`src/rtl/wb_pkg.sv`:
```
// Shared types and constants for the writeback arbiter and its load-result FIFO.
package wb_pkg;

    typedef struct packed {
        logic        valid;
        logic [4:0]  rd;
        logic [31:0] data;
    } wb_req_t;

    localparam logic [4:0] REG_ZERO = 5'd0;

endpackage

```
`src/rtl/wb_load_fifo.sv`:
```
// Load-result FIFO: one push per cycle, up to two pops per cycle, with head and head+1 peeks.
module wb_load_fifo
    import wb_pkg::*;
#(
    parameter int DEPTH = 4,
    parameter int CW    = $clog2(DEPTH + 1)
) (
    input  logic          clk,
    input  logic          rst_n,
    input  logic          push,
    input  wb_req_t       push_req,
    input  logic [1:0]    pop_n,
    output wb_req_t       head,
    output wb_req_t       head1,
    output logic [CW-1:0] count,
    output logic          ready
);

    localparam int AW = $clog2(DEPTH);

    logic [AW-1:0] wr_ptr;
    logic [AW-1:0] rd_ptr;
    logic [AW-1:0] rd_ptr1;
    logic [4:0]    mem_rd   [DEPTH];
    logic [31:0]   mem_data [DEPTH];
    logic          push_ok;

    // ready depends on registered count only, so a same-cycle pop never frees a slot
    assign ready   = (count != CW'(DEPTH));
    assign push_ok = push && ready;
    assign rd_ptr1 = rd_ptr + AW'(1);

    assign head  = '{valid: (count != '0),       rd: mem_rd[rd_ptr],  data: mem_data[rd_ptr]};
    assign head1 = '{valid: (count > CW'(1)),    rd: mem_rd[rd_ptr1], data: mem_data[rd_ptr1]};

    always_ff @(posedge clk) begin
        if (push_ok) begin
            mem_rd[wr_ptr]   <= push_req.rd;
            mem_data[wr_ptr] <= push_req.data;
        end
    end

    // Pointers are AW bits wide and DEPTH is a power of two, so they wrap naturally
    always_ff @(posedge clk or negedge rst_n) begin
        if (!rst_n) begin
            wr_ptr <= '0;
            rd_ptr <= '0;
            count  <= '0;
        end else begin
            if (push_ok)
                wr_ptr <= wr_ptr + AW'(1);
            rd_ptr <= rd_ptr + AW'(pop_n);
            count  <= count + CW'(push_ok) - CW'(pop_n);
        end
    end

    a_count_bound: assert property (@(posedge clk) disable iff (!rst_n) count <= CW'(DEPTH));
    a_no_underflow: assert property (@(posedge clk) disable iff (!rst_n) CW'(pop_n) <= count);

endmodule

```
`src/rtl/writeback_arbiter.sv`:
```
// Merges two ALU lanes and buffered load results onto the register file's two write ports.
module writeback_arbiter
    import wb_pkg::*;
#(
    parameter int DEPTH = 4,
    parameter int CW    = $clog2(DEPTH + 1)
) (
    input  logic          clk,
    input  logic          rst_n,
    input  logic          en,
    input  logic          alu0_valid,
    input  logic [4:0]    alu0_rd,
    input  logic [31:0]   alu0_data,
    input  logic          alu1_valid,
    input  logic [4:0]    alu1_rd,
    input  logic [31:0]   alu1_data,
    input  logic          ld_valid,
    input  logic [4:0]    ld_rd,
    input  logic [31:0]   ld_data,
    output logic          ld_ready,
    output logic          reg_write,
    output logic [4:0]    regd,
    output logic [31:0]   write_data,
    output logic          reg_write2,
    output logic [4:0]    regd2,
    output logic [31:0]   write_data2,
    output logic [CW-1:0] ld_pending
);

    wb_req_t    head;
    wb_req_t    head1;
    wb_req_t    port1;
    wb_req_t    port2;
    wb_req_t    push_req;
    logic [1:0] pop_n;
    logic       push;
    logic       a0v;
    logic       a1v;

    // x0 loads still complete the handshake but are dropped instead of enqueued
    assign push     = ld_valid && ld_ready && (ld_rd != REG_ZERO);
    assign push_req = '{valid: 1'b1, rd: ld_rd, data: ld_data};

    assign a0v = alu0_valid && (alu0_rd != REG_ZERO);
    assign a1v = alu1_valid && (alu1_rd != REG_ZERO);

    wb_load_fifo #(.DEPTH(DEPTH), .CW(CW)) u_fifo (
        .clk      (clk),
        .rst_n    (rst_n),
        .push     (push),
        .push_req (push_req),
        .pop_n    (pop_n),
        .head     (head),
        .head1    (head1),
        .count    (ld_pending),
        .ready    (ld_ready)
    );

    // Port 2 always gets the younger candidate; the register file gives it priority on equal rd
    always_comb begin
        port1 = '0;
        port2 = '0;
        pop_n = 2'd0;
        if (a0v) begin
            port1 = '{valid: 1'b1, rd: alu0_rd, data: alu0_data};
        end else if (head.valid) begin
            port1 = head;
            pop_n = 2'd1;
        end
        if (a1v) begin
            port2 = '{valid: 1'b1, rd: alu1_rd, data: alu1_data};
        end else if (pop_n == 2'd1) begin
            if (head1.valid) begin
                port2 = head1;
                pop_n = 2'd2;
            end
        end else if (head.valid) begin
            port2 = head;
            pop_n = 2'd1;
        end
        if (!en)
            pop_n = 2'd0;
    end

    always_ff @(posedge clk or negedge rst_n) begin
        if (!rst_n) begin
            reg_write   <= 1'b0;
            regd        <= '0;
            write_data  <= '0;
            reg_write2  <= 1'b0;
            regd2       <= '0;
            write_data2 <= '0;
        end else if (en) begin
            reg_write   <= port1.valid;
            regd        <= port1.rd;
            write_data  <= port1.data;
            reg_write2  <= port2.valid;
            regd2       <= port2.rd;
            write_data2 <= port2.data;
        end
    end

endmodule
```
`config.mk`:
```
export PLATFORM = sky130hd
export DESIGN_NAME = writeback_arbiter
export DESIGN_NICKNAME = d
export VERILOG_FILES = /design/src/rtl/wb_pkg.sv /design/src/rtl/wb_load_fifo.sv /design/src/rtl/writeback_arbiter.sv
export SDC_FILE = /design/constraint.sdc
export NUM_CORES = 1
export LEC_CHECK = 0
export BUFFER_PORTS_ARGS = -buffer_cell sky130_fd_sc_hd__buf_2
export CAP_MARGIN = 15
export CORE_MARGIN = 2
export CORE_UTILIZATION = 55
export DETAILED_ROUTE_END_ITERATION = 7
export PLACE_DENSITY = 0.81
export RECOVER_POWER = 25
export SLEW_MARGIN = 20
export SYNTH_ARGS = -nofsm -noshare
export SYNTH_HDL_FRONTEND = slang
export SYNTH_SLANG_ARGS = --single-unit
```
`constraint.sdc`:
```
create_clock -name clk -period 4.31 [get_ports clk]
set_input_delay 0.862 -clock clk [delete_from_list [all_inputs] [get_ports clk]]
set_output_delay 0.862 -clock clk [all_outputs]
set_load 0.03 [all_outputs]
```
==> results of run 1 <==
## Yosys cell counts (33+ instances only)
cell      number  area (sq um)
a211o_1       65           569
a21oi_1       40           200
a32oi_1       33           289
clkbuf_1      56           210
dfrtp_1       83          2080
edfxtp_1     148          4440
mux2i_1       37           370
nand2_1       44           165
nor2_1        91           342
nor2b_1       33           206
nor3_1        75           375
## routing by layer
metal | part of all wire (%) | wire [um] | up-vias | global-route usage [%]
met5 | 0 | 0 | - | 0
met3 | 8.8 | 2610 | 70 | 4.63
met4 | 3.4 | 1010 | 0 | 10.2
li1 | - | - | 3983 | -
met2 | 47 | 14000 | 492 | 43.8
met1 | 41 | 12000 | 4254 | 36.8
## kinds of logic (layout without fill, tap and decap cells)
logic type | Yosys count | after routing
other | 0 | 1
and+or+nand+nor | 261 | 261
AOI/OAI and AO/OA | 302 | 302
buffers and inverters | 95 | 267
adders and majority gates | 9 | 9
muxes | 42 | 42
DFF | 231 | 231
xor gates and xnor gates | 5 | 5
## power by group through the flow
| stage | registers [mW] | clock network (mW) | logic (mW) |
|---|---|---|---|
| after CTS | 3.38 | 2.05 | 3.34 |
| after detailed placement | 3.42 | 0 | 3.32 |
| after floorplan | 3.68 | 0 | 2.07 |
| after global placement | 3.40 | 0 | 3.24 |
| final | 3.39 | 2.03 | 3.35 |
| after global routing | 3.46 | 2.15 | 3.59 |
## sequential cells by signal (all words and copies together), names as in the netlist
register / cells
u_fifo.mem_rd: 20
reg_write2: 1
regd: 5
write_data: 32
u_fifo.count: 3
regd2: 5
u_fifo.rd_ptr: 2
u_fifo.mem_data: 128
write_data2: 32
reg_write: 1
u_fifo.wr_ptr: 2
## worst max-delay path: stages (launching register included)
cell       delay, ns
dfrtp_4         0.91
inv_1           0.33
a31oi_4         0.69
buf_4           0.31
o2bb2ai_1       0.08
a211o_1         0.30
o31ai_1         0.27
## area by class of cell
cell class	count	area, sq um
Inverter	9	33.8
Multi-Input combinational cell	619	4240
Sequential cell	231	6530
Antenna cell	1	2.50
Timing Repair Buffer	215	1090
Clock buffer	31	668
Tap cell	270	338
Clock inverter	12	105
Fill cell	1603	7040
## how the worst max path moves through the flow
stage	endpoint	slack (ns)	cells after the start
floorplan	u_fifo.count[2]$_DFF_PN0_	0.92	12
global placement	u_fifo.count[2]$_DFF_PN0_	0.89	12
detailed placement	u_fifo.count[2]$_DFF_PN0_	0.80	12
CTS	write_data2[11]$_DFFE_PN0P_	1.29	6
global route	write_data2[11]$_DFFE_PN0P_	1.14	6
finish	write_data2[11]$_DFFE_PN0P_	1.24	6
## cell usage in the layout, fill, tap and decap left out, types with 4 or more instances in the layout
cell	n
buf_2	160
edfxtp_1	148
nor2_1	90
dfrtp_1	81
nor3_1	75
a211o_1	65
nand2_1	43
a21oi_1	40
clkbuf_1	38
mux2i_1	37
nor2b_1	33
a32oi_1	33
a2bb2oi_1	32
o2bb2ai_1	32
a22oi_1	32
o31ai_1	32
clkbuf_16	25
buf_4	21
o21ai_0	10
inv_1	8
ha_1	8
clkinv_1	6
o221ai_1	5
mux2_2	5
xnor2_1	4
and2_2	4
a221oi_1	4
o22ai_1	4
a31o_2	4
==> results.cfg, run 1 <==
[routing]
vias = 8799
wl_per_cell_um = 21.4
antenna_left = 0
totalWireLength_mm = 29.6
via_per_inst = 6.34
dr.pass1.iters = 5
drc = 0
drt_iter0_drc = 788

[synth]
async_reset_ff_share_pct = 35.9
ys_seq_elements = 231
synth_seq_area_share_pct = 58.6
synth_edf_count = 148
synth_top_family_by_area = compound AO/OA/AOI/OAI gates
syn_area_per_cell_sq_um = 11.8
synth.area.mux_share_pct = 3.83
ys.flop_type = edfxtp_1
synthAdderAreaFrac_pct = 1.08
synthCells = 945
synth_area_sq_um = 11100
yosys.area_share.xor_xnor_pct = 0.394
synth_compound_area_share_pct = 21.4
synthDistinctLibCells = 50
syn_nets = 1071
synth_simple_gate_area_share_pct = 10.9
yosysWarnings = 0

[cts]
clkTransAtPathRegs_ns = 0.06
clock-root-buffer = clkbuf_16
cts_resized = 0
cts_tree = yes
cts_setup_buffers = 0
cts_max_level = 1
clock_sinks = 231
cts_buffers = 24
clk_latency_ns = 0.51
cts_hold_buf = 0
cts_max_path_buffers = 3

[worst_setup_path]
worstSetupStartpoint = u_fifo.rd_ptr[1]$_DFF_PN0_
cp.required_ns = 4.70
worstPathMaxFanout = 57
r2r-start = u_fifo.rd_ptr[1]$_DFF_PN0_
crit_type = reg -> reg
regToRegEndpoint = write_data2[11]$_DFFE_PN0P_
cp-end-kind = register
ff2ff_setup_slack_ns = 1.24
reg2reg_depth = 6
cp-start-kind = register
arrival_ns = 3.46

[finish]
post-route-cell-area_sq_um = 13000
fin_util_pct = 64.9
drive_gt1_share_pct = 21.9
fin_cells = 1388
final_nets = 1226
area_delta_synth_final_pct = 16.8

[timing]
setup_viol = 0
skew_ns = 0.00885
fin_crit_ns = 3.07
hold_viol_final = 0
slew_headroom_pct = 29.8
timing.fmax_mhz = 326
fin_crit_sh_pct = 71.2
fin_ws_ns = 1.24
hold_slack_ns = 0.402
rsz0062_at_grt = false
tns_ns = 0
slew_viol_final = 0
tightest_slew_ns = 1.05

[power]
p_per_area_nw_per_um2 = 675
p_leak_nw = 5.20
swShare_pct = 39.1
p_clk_share_pct = 23.1
power_mw = 8.78
peakVddDrop_mv = 0.420
combPwrFrac_pct = 38.2
p_int_mw = 5.34
seq_power_share_pct = 38.7
power.switching_mw = 3.43

[place]
dpl_worst_slack_ns = 0.804
dp_hpwl_mm = 18.2
dp_cells = 1344
gp_congestion = 0.782
port_buffers = 196
postPlaceCellArea_sq_um = 12300

[outcome]
status = completed

[global_routing]
grtUsageTotal_pct = 26.9
grt_max_degree = 97
antenna_found_initial = 0
grt_pass1_vias = 8380
grt_first_pass_wirelength_mm = 45.7
grt_overflow = 0

[die]
die_w_um = 146
chipHeight_um = 146
coreArea_sq_um = 20000
rows = 52
start_util_pct = 55.5
dieArea_sq_um = 21400
io_pins = 197

[hold_path]
hold_path_class = in -> async

[flow_run]
maxCapViolCount = 0
No activity file was read; power rests on OpenSTA's default activity.
==> run 2: changes to the inputs <==
--- a/config.mk
+++ b/config.mk
@@ -8,9 +8,9 @@
 export BUFFER_PORTS_ARGS = -buffer_cell sky130_fd_sc_hd__buf_2
 export CAP_MARGIN = 15
 export CORE_MARGIN = 2
-export CORE_UTILIZATION = 55
+export CORE_UTILIZATION = 51
 export DETAILED_ROUTE_END_ITERATION = 7
-export PLACE_DENSITY = 0.81
+export PLACE_DENSITY = 0.79
 export RECOVER_POWER = 25
 export SLEW_MARGIN = 20
 export SYNTH_ARGS = -nofsm -noshare
==> constraint.sdc (replaced) <==
create_clock -name clk -period 2.6 [get_ports clk]
set_input_delay 0.52 -clock clk [delete_from_list [all_inputs] [get_ports clk]]
set_output_delay 0.52 -clock clk [all_outputs]
set_load 0.03 [all_outputs]
==> run 2 against run 1 <==
Effect of this change: largest cell class unchanged; via count is 0.93% higher; first-iteration DRC count fell by 23%; cell area is 3.6% higher.
==> results.cfg, run 2 (synthesis results as in run 1) <==
[worst_setup_path]
r2r-start = u_fifo.count[2]$_DFF_PN0_
max_stage_delay_ns = 0.54
cp.required_ns = 3.00
crit_type = in -> reg
crit_chain = buf_2 -> or4_4 -> o21ai_4 -> o221ai_2 -> a31oi_1 -> ha_1 -> inv_1 -> ha_1 -> inv_1 -> fa_2 -> xnor2_2 -> xnor2_1
path_delay_family = adder cells
regToRegEndpoint = u_fifo.count[2]$_DFF_PN0_
worstPathMaxFanout = 2
cp-end-kind = register
path_buf_inv = 3
reg2reg_depth = 10
arrival_ns = 2.79
crit_slowest_cell = or4_4
ff2ff_setup_slack_ns = 0.27
cp-start-kind = primary input

[finish]
largest_register_ffs = 128
fin_cells = 1429
regMostFlops = u_fifo.mem_data
antennaDiodeCount = 0
drive_gt1_share_pct = 24.3
fill_cells = 1697
mostFrequentLayoutCells = buf_2, edfxtp_1, nor2_1, dfrtp_1, nor3_1
final_nets = 1257
reg_top3 = u_fifo.mem_data (128), write_data2 (32), write_data (32)
final_common_cell = buf_2
area_delta_synth_final_pct = 21.0
post-route-cell-area_sq_um = 13500

[timing]
tns_ns = 0
hold_viol_final = 0
tightest_slew_ns = 0.955
rsz0062_at_grt = false
slew_headroom_pct = 36.2
setup_viol = 0
fin_crit_ns = 2.40
timing.fmax_mhz = 417
slew_viol_final = 0
skew_ns = 0.00811
fin_crit_sh_pct = 92.2

[global_routing]
grt_first_pass_wirelength_mm = 46.9
antenna_found_initial = 0
grt_overflow = 0
grtUsageTotal_pct = 26.2
grt_max_degree = 82
grt_pass1_vias = 8741

[routing]
totalWireLength_mm = 30.6
vias = 8881
wl_per_cell_um = 21.4
drc = 0
drt_iter0_drc = 606
dr.pass1.iters = 5
antenna_left = 0
via_per_inst = 6.21

[flow_run]
maxCapViolCount = 0

[power]
p_per_area_nw_per_um2 = 1110
p_leak_nw = 5.42
peakVddDrop_mv = 0.899

[cts]
cts_max_level = 1
clk_latency_ns = 0.51
cts_setup_buffers = 0
cts_max_path_buffers = 3
clock-root-buffer = clkbuf_16
clkTransAtPathRegs_ns = 0.06
cts_buffers = 24
cts_tree = yes
cts_hold_buf = 0
cts_resized = 0
clock_sinks = 231

[place]
gp_congestion = 0.799
dp_hpwl_mm = 19.1
port_buffers = 196
dp_cells = 1385
postPlaceCellArea_sq_um = 12700

[die]
rows = 54
start_util_pct = 51.5
die_w_um = 152
io_pins = 197
dieArea_sq_um = 23000
coreArea_sq_um = 21600
chipHeight_um = 152

[hold_path]
hold_path_class = in -> async

[outcome]
status = completed
## run 2: final cells by class
| cell class | instances | area [sq um] | share of cell area [%] |
|---|---|---|---|
| inverter | 9 | 33.8 | 0.251 |
| clock inverter | 11 | 101 | 0.753 |
| timing repair buffer | 246 | 1510 | 11.2 |
| multi-input combinational | 619 | 4260 | 31.6 |
| sequential | 231 | 6530 | 48.5 |
| clock buffer | 33 | 686 | 5.09 |
| tap | 280 | 350 | 2.60 |
## run 2: power breakdown
| part | total, mW | switching [mW] | leakage [nW] | internal, mW |
|---|---|---|---|---|
| Combinational | 6.16 | 3.88 | 2.71 | 2.28 |
| Clock | 3.42 | 1.38 | 0.384 | 2.03 |
| Sequential | 5.39 | 0.521 | 2.33 | 4.87 |
## run 2: worst max path at each step
stage / startpoint / end / slack, ns / cells past startpoint
finish: alu1_rd[1] / u_fifo.count[2]$_DFF_PN0_ / 0.20 / 12
global route: alu1_rd[1] / u_fifo.count[2]$_DFF_PN0_ / 0.12 / 12
CTS: alu1_rd[1] / u_fifo.count[2]$_DFF_PN0_ / 0.22 / 12
detailed placement: alu1_rd[1] / u_fifo.count[2]$_DFF_PN0_ / -0.32 / 12
global placement: alu1_rd[1] / u_fifo.count[2]$_DFF_PN0_ / -0.23 / 12
floorplan: alu0_rd[2] / u_fifo.count[2]$_DFF_PN0_ / -0.19 / 12
## run 2: stage by stage
step	hold WS [ns]	power, mW	worst slack, ns	util [%]
final	0.0311	15.0	0.202	62.3
after global routing	0.0864	15.7	0.122	62.3
after CTS	0.0552	15.0	0.218	62.5
after detailed placement	0.487	11.5	-0.321	58.8
after global placement	0.483	11.4	-0.235	58.8
after floorplan	0.224	9.55	-0.185	-
## run 2: routing by layer
metal / global-route usage (%) / part of all wire, % / vias up
li1: - / - / 4040
met1: 34.7 / 40 / 4328
met2: 43.5 / 49 / 442
met3: 4.58 / 8.6 / 71
met4: 9.86 / 2.6 / 0
met5: 0 / 0 / -
==> run 3: changes to the inputs <==
--- a/config.mk
+++ b/config.mk
@@ -5,13 +5,15 @@
 export SDC_FILE = /design/constraint.sdc
 export NUM_CORES = 1
 export LEC_CHECK = 0
+export ABC_AREA = 1
 export BUFFER_PORTS_ARGS = -buffer_cell sky130_fd_sc_hd__buf_2
 export CAP_MARGIN = 15
 export CORE_MARGIN = 2
-export CORE_UTILIZATION = 51
+export CORE_UTILIZATION = 52
 export DETAILED_ROUTE_END_ITERATION = 7
 export PLACE_DENSITY = 0.79
 export RECOVER_POWER = 25
+export SETUP_SLACK_MARGIN = 0.4
 export SLEW_MARGIN = 20
 export SYNTH_ARGS = -nofsm -noshare
 export SYNTH_HDL_FRONTEND = slang
==> run 3 against run 2 <==
Effect of this change: cell area rose by 6.5%; routed wire length rose by 10%; clock-buffer cell count fell by 7; die area rose by 7.8%; register-to-register slack improved by 0.24 ns; combinational power rose by 23%; synthesized area rose by 10%; core utilization fell by 0.81 points.
==> results.cfg, run 3 <==
[hold_path]
hold_path_class = in -> async

[synth]
synth_area_sq_um = 12300
ys_seq_elements = 231
synth_most_common_cell = nand2_1
synth_compound_area_share_pct = 1.87
synth_seq_area_share_pct = 53.2
async_reset_ff_share_pct = 35.9
synth.top_cell.area_share_pct = 36.3
synth.area.mux_share_pct = 0
synthDistinctLibCells = 24
synth_top_family_by_area = simple AND/OR/NAND/NOR gates
synthAdderAreaFrac_pct = 0.980
synth_edf_count = 148
syn_nets = 1712
yosys.area_share.xor_xnor_pct = 0.286
synth_simple_gate_area_share_pct = 33.6
yosys.area.top_type = edfxtp_1
netlist_top_cells_count = nand2_1, nand3_1, inv_1
yosysWarnings = 0
synthTopCellsByArea = edfxtp_1, nand2_1, dfrtp_1
synthCells = 1586
syn_area_per_cell_sq_um = 7.73
ys.flop_type = edfxtp_1

[routing]
dr.pass1.iters = 5
via_per_inst = 5.30
totalWireLength_mm = 33.7
antenna_left = 0
drc = 0
wl_per_cell_um = 16.2
drt_iter0_drc = 1409
vias = 11000

[global_routing]
grt_first_pass_wirelength_mm = 51.8
antenna_found_initial = 5
grt_overflow = 0
grtUsageTotal_pct = 26.6
grt_max_degree = 117
grt_pass1_vias = 9917

[die]
chipHeight_um = 158
rows = 56
start_util_pct = 52.5
die_w_um = 158
coreArea_sq_um = 23300
io_pins = 197
dieArea_sq_um = 24800

[power]
p_leak_nw = 7.39
power_mw = 16.3
p_clk_share_pct = 20.5
peakVddDrop_mv = 0.861
combPwrFrac_pct = 46.7
power.switching_mw = 7.26
p_per_area_nw_per_um2 = 1130
seq_power_share_pct = 32.8
swShare_pct = 44.6
p_int_mw = 9.01

[worst_setup_path]
cp-end-kind = register
cp-start-kind = register
worstPathMaxFanout = 3
cp.required_ns = 3.01
reg2reg_depth = 12
arrival_ns = 2.50
crit_type = reg -> reg

[cts]
cts_max_level = 1
cts_tree = yes
clk_latency_ns = 0.52
clkTransAtPathRegs_ns = 0.06
cts_hold_buf = 0
clock-root-buffer = clkbuf_16
cts_buffers = 24
clock_sinks = 231
cts_max_path_buffers = 3

[place]
dp_hpwl_mm = 21.5
gp_congestion = 0.878
dpl_worst_slack_ns = 0.0953
port_buffers = 196
dp_cells = 2027

[finish]
mostFrequentLayoutCells = nand2_1, nand3_1, inv_1, buf_2, edfxtp_1
fill_cells = 1920
drive_gt1_share_pct = 14.5
fin_util_pct = 61.5
largest_register_ffs = 128
reg_top3 = u_fifo.mem_data (128), write_data2 (32), write_data (32)
final_nets = 1866
regMostFlops = u_fifo.mem_data
final_common_cell = nand2_1
area_delta_synth_final_pct = 17.0
fin_cells = 2079

[timing]
rsz0062_at_grt = false
timing.fmax_mhz = 479
hold_viol_final = 0
fin_ws_ns = 0.514
skew_ns = 0.00891
slew_viol_final = 0
tightest_slew_ns = 0.854
fin_crit_ns = 2.09
setup_viol = 0
fin_crit_sh_pct = 80.2
slew_headroom_pct = 43.1
tns_ns = 0

[flow_run]
maxCapViolCount = 0

[outcome]
status = completed
run 3: changes by cell type after synthesis, sizes merged, moves of 37 or more:
| cell | delta |
|---|---|
| a211o | -65 |
| nand4 | +37 |
| inv | +197 |
| a21oi | -38 |
| nand2 | +671 |
| nand3 | +223 |
| nor2 | -77 |
| nor3 | -74 |
| mux2i | -37 |
| buf | +42 |
run 3: repair_timing:
| action | in CTS | in global routing |
|---|---|---|
| pin swaps | 1 | 3 |
| resized for setup | 2 | 7 |
| setup buffers | 1 | 5 |
| setup endpoints to repair | 2 | 75 |
| hold endpoints to repair | 0 | 0 |
run 3: power groups by stage:
stage | sequential (mW) | clock (mW) | combinational [mW]
floorplan | 6.09 | 0 | 4.41
detailed placement | 5.41 | 0 | 7.28
global placement | 5.36 | 0 | 7.16
CTS | 5.34 | 3.38 | 7.37
finish | 5.33 | 3.34 | 7.59
global route | 5.42 | 3.55 | 8.39
run 3: worst paths after layout:
| check | slack [ns] | startpoint | endpoint |
|---|---|---|---|
| worst max-delay path | 0.51 | u_fifo.count[2]$_DFF_PN0_ | u_fifo.count[1]$_DFF_PN0_ |
| worst min register to register | 0.48 | write_data2[27]$_DFFE_PN0P_ | write_data2[27]$_DFFE_PN0P_ |
| min in group clk | 0.22 | alu0_data[10] | write_data[10]$_DFFE_PN0P_ |
| worst min-delay path | 0.01 | rst_n | write_data[13]$_DFFE_PN0P_ |
| max in group asynchronous | 1.93 | rst_n | regd[3]$_DFFE_PN0P_ |
| worst max register to register | 0.51 | u_fifo.count[2]$_DFF_PN0_ | u_fifo.count[1]$_DFF_PN0_ |
run 3: layer usage:
layer	part of all wire, %	track usage [%]	wire length [um]	up-vias
li1	-	-	-	5315
met1	42	38.2	14000	5086
met2	45	41.2	15200	575
met3	12	6.28	3970	40
met4	1.4	5.67	464	4
met5	0.089	0	30	-
run 3: cell families (layout without fill, tap and decap cells):
| kind of cell | Yosys count | count (layout) |
|---|---|---|
| other cells | 0 | 3 |
| flops | 231 | 231 |
| fa+ha+maj | 9 | 9 |
| compound gates | 44 | 44 |
| simple gates | 994 | 994 |
| xor+xnor | 4 | 4 |
| buf+inv | 304 | 475 |
run 3: layout make-up:
type,count,area [sq um],share of cell area (%)
Sequential cell,231,6530,45.5
Clock inverter,17,131,0.916
Tap cell,319,399,2.78
Multi-Input combinational cell,1051,4590,32.0
Inverter,206,778,5.43
Antenna cell,3,7.51,0.0523
Timing Repair Buffer,226,1270,8.88
Clock buffer,26,639,4.46
run 3: worst max-delay path, stage by stage (launching register included):
cell	delay, ns
dfrtp_1	0.41
nor2_2	0.15
inv_2	0.07
nor2_4	0.12
nor2_2	0.06
o21ai_2	0.06
a21oi_2	0.05
ha_1	0.27
inv_1	0.05
ha_2	0.16
inv_2	0.03
fa_2	0.51
inv_1	0.04
run 3: per-stage QoR:
step	cell area (sq um)	hold slack (ns)
6_report	14300	0.0141
3_5_place_dp	13500	0.461
4_1_cts	14300	0.0202
3_3_place_gp	13500	0.456
2_1_floorplan	12400	0.224
5_1_grt	14300	0.0529
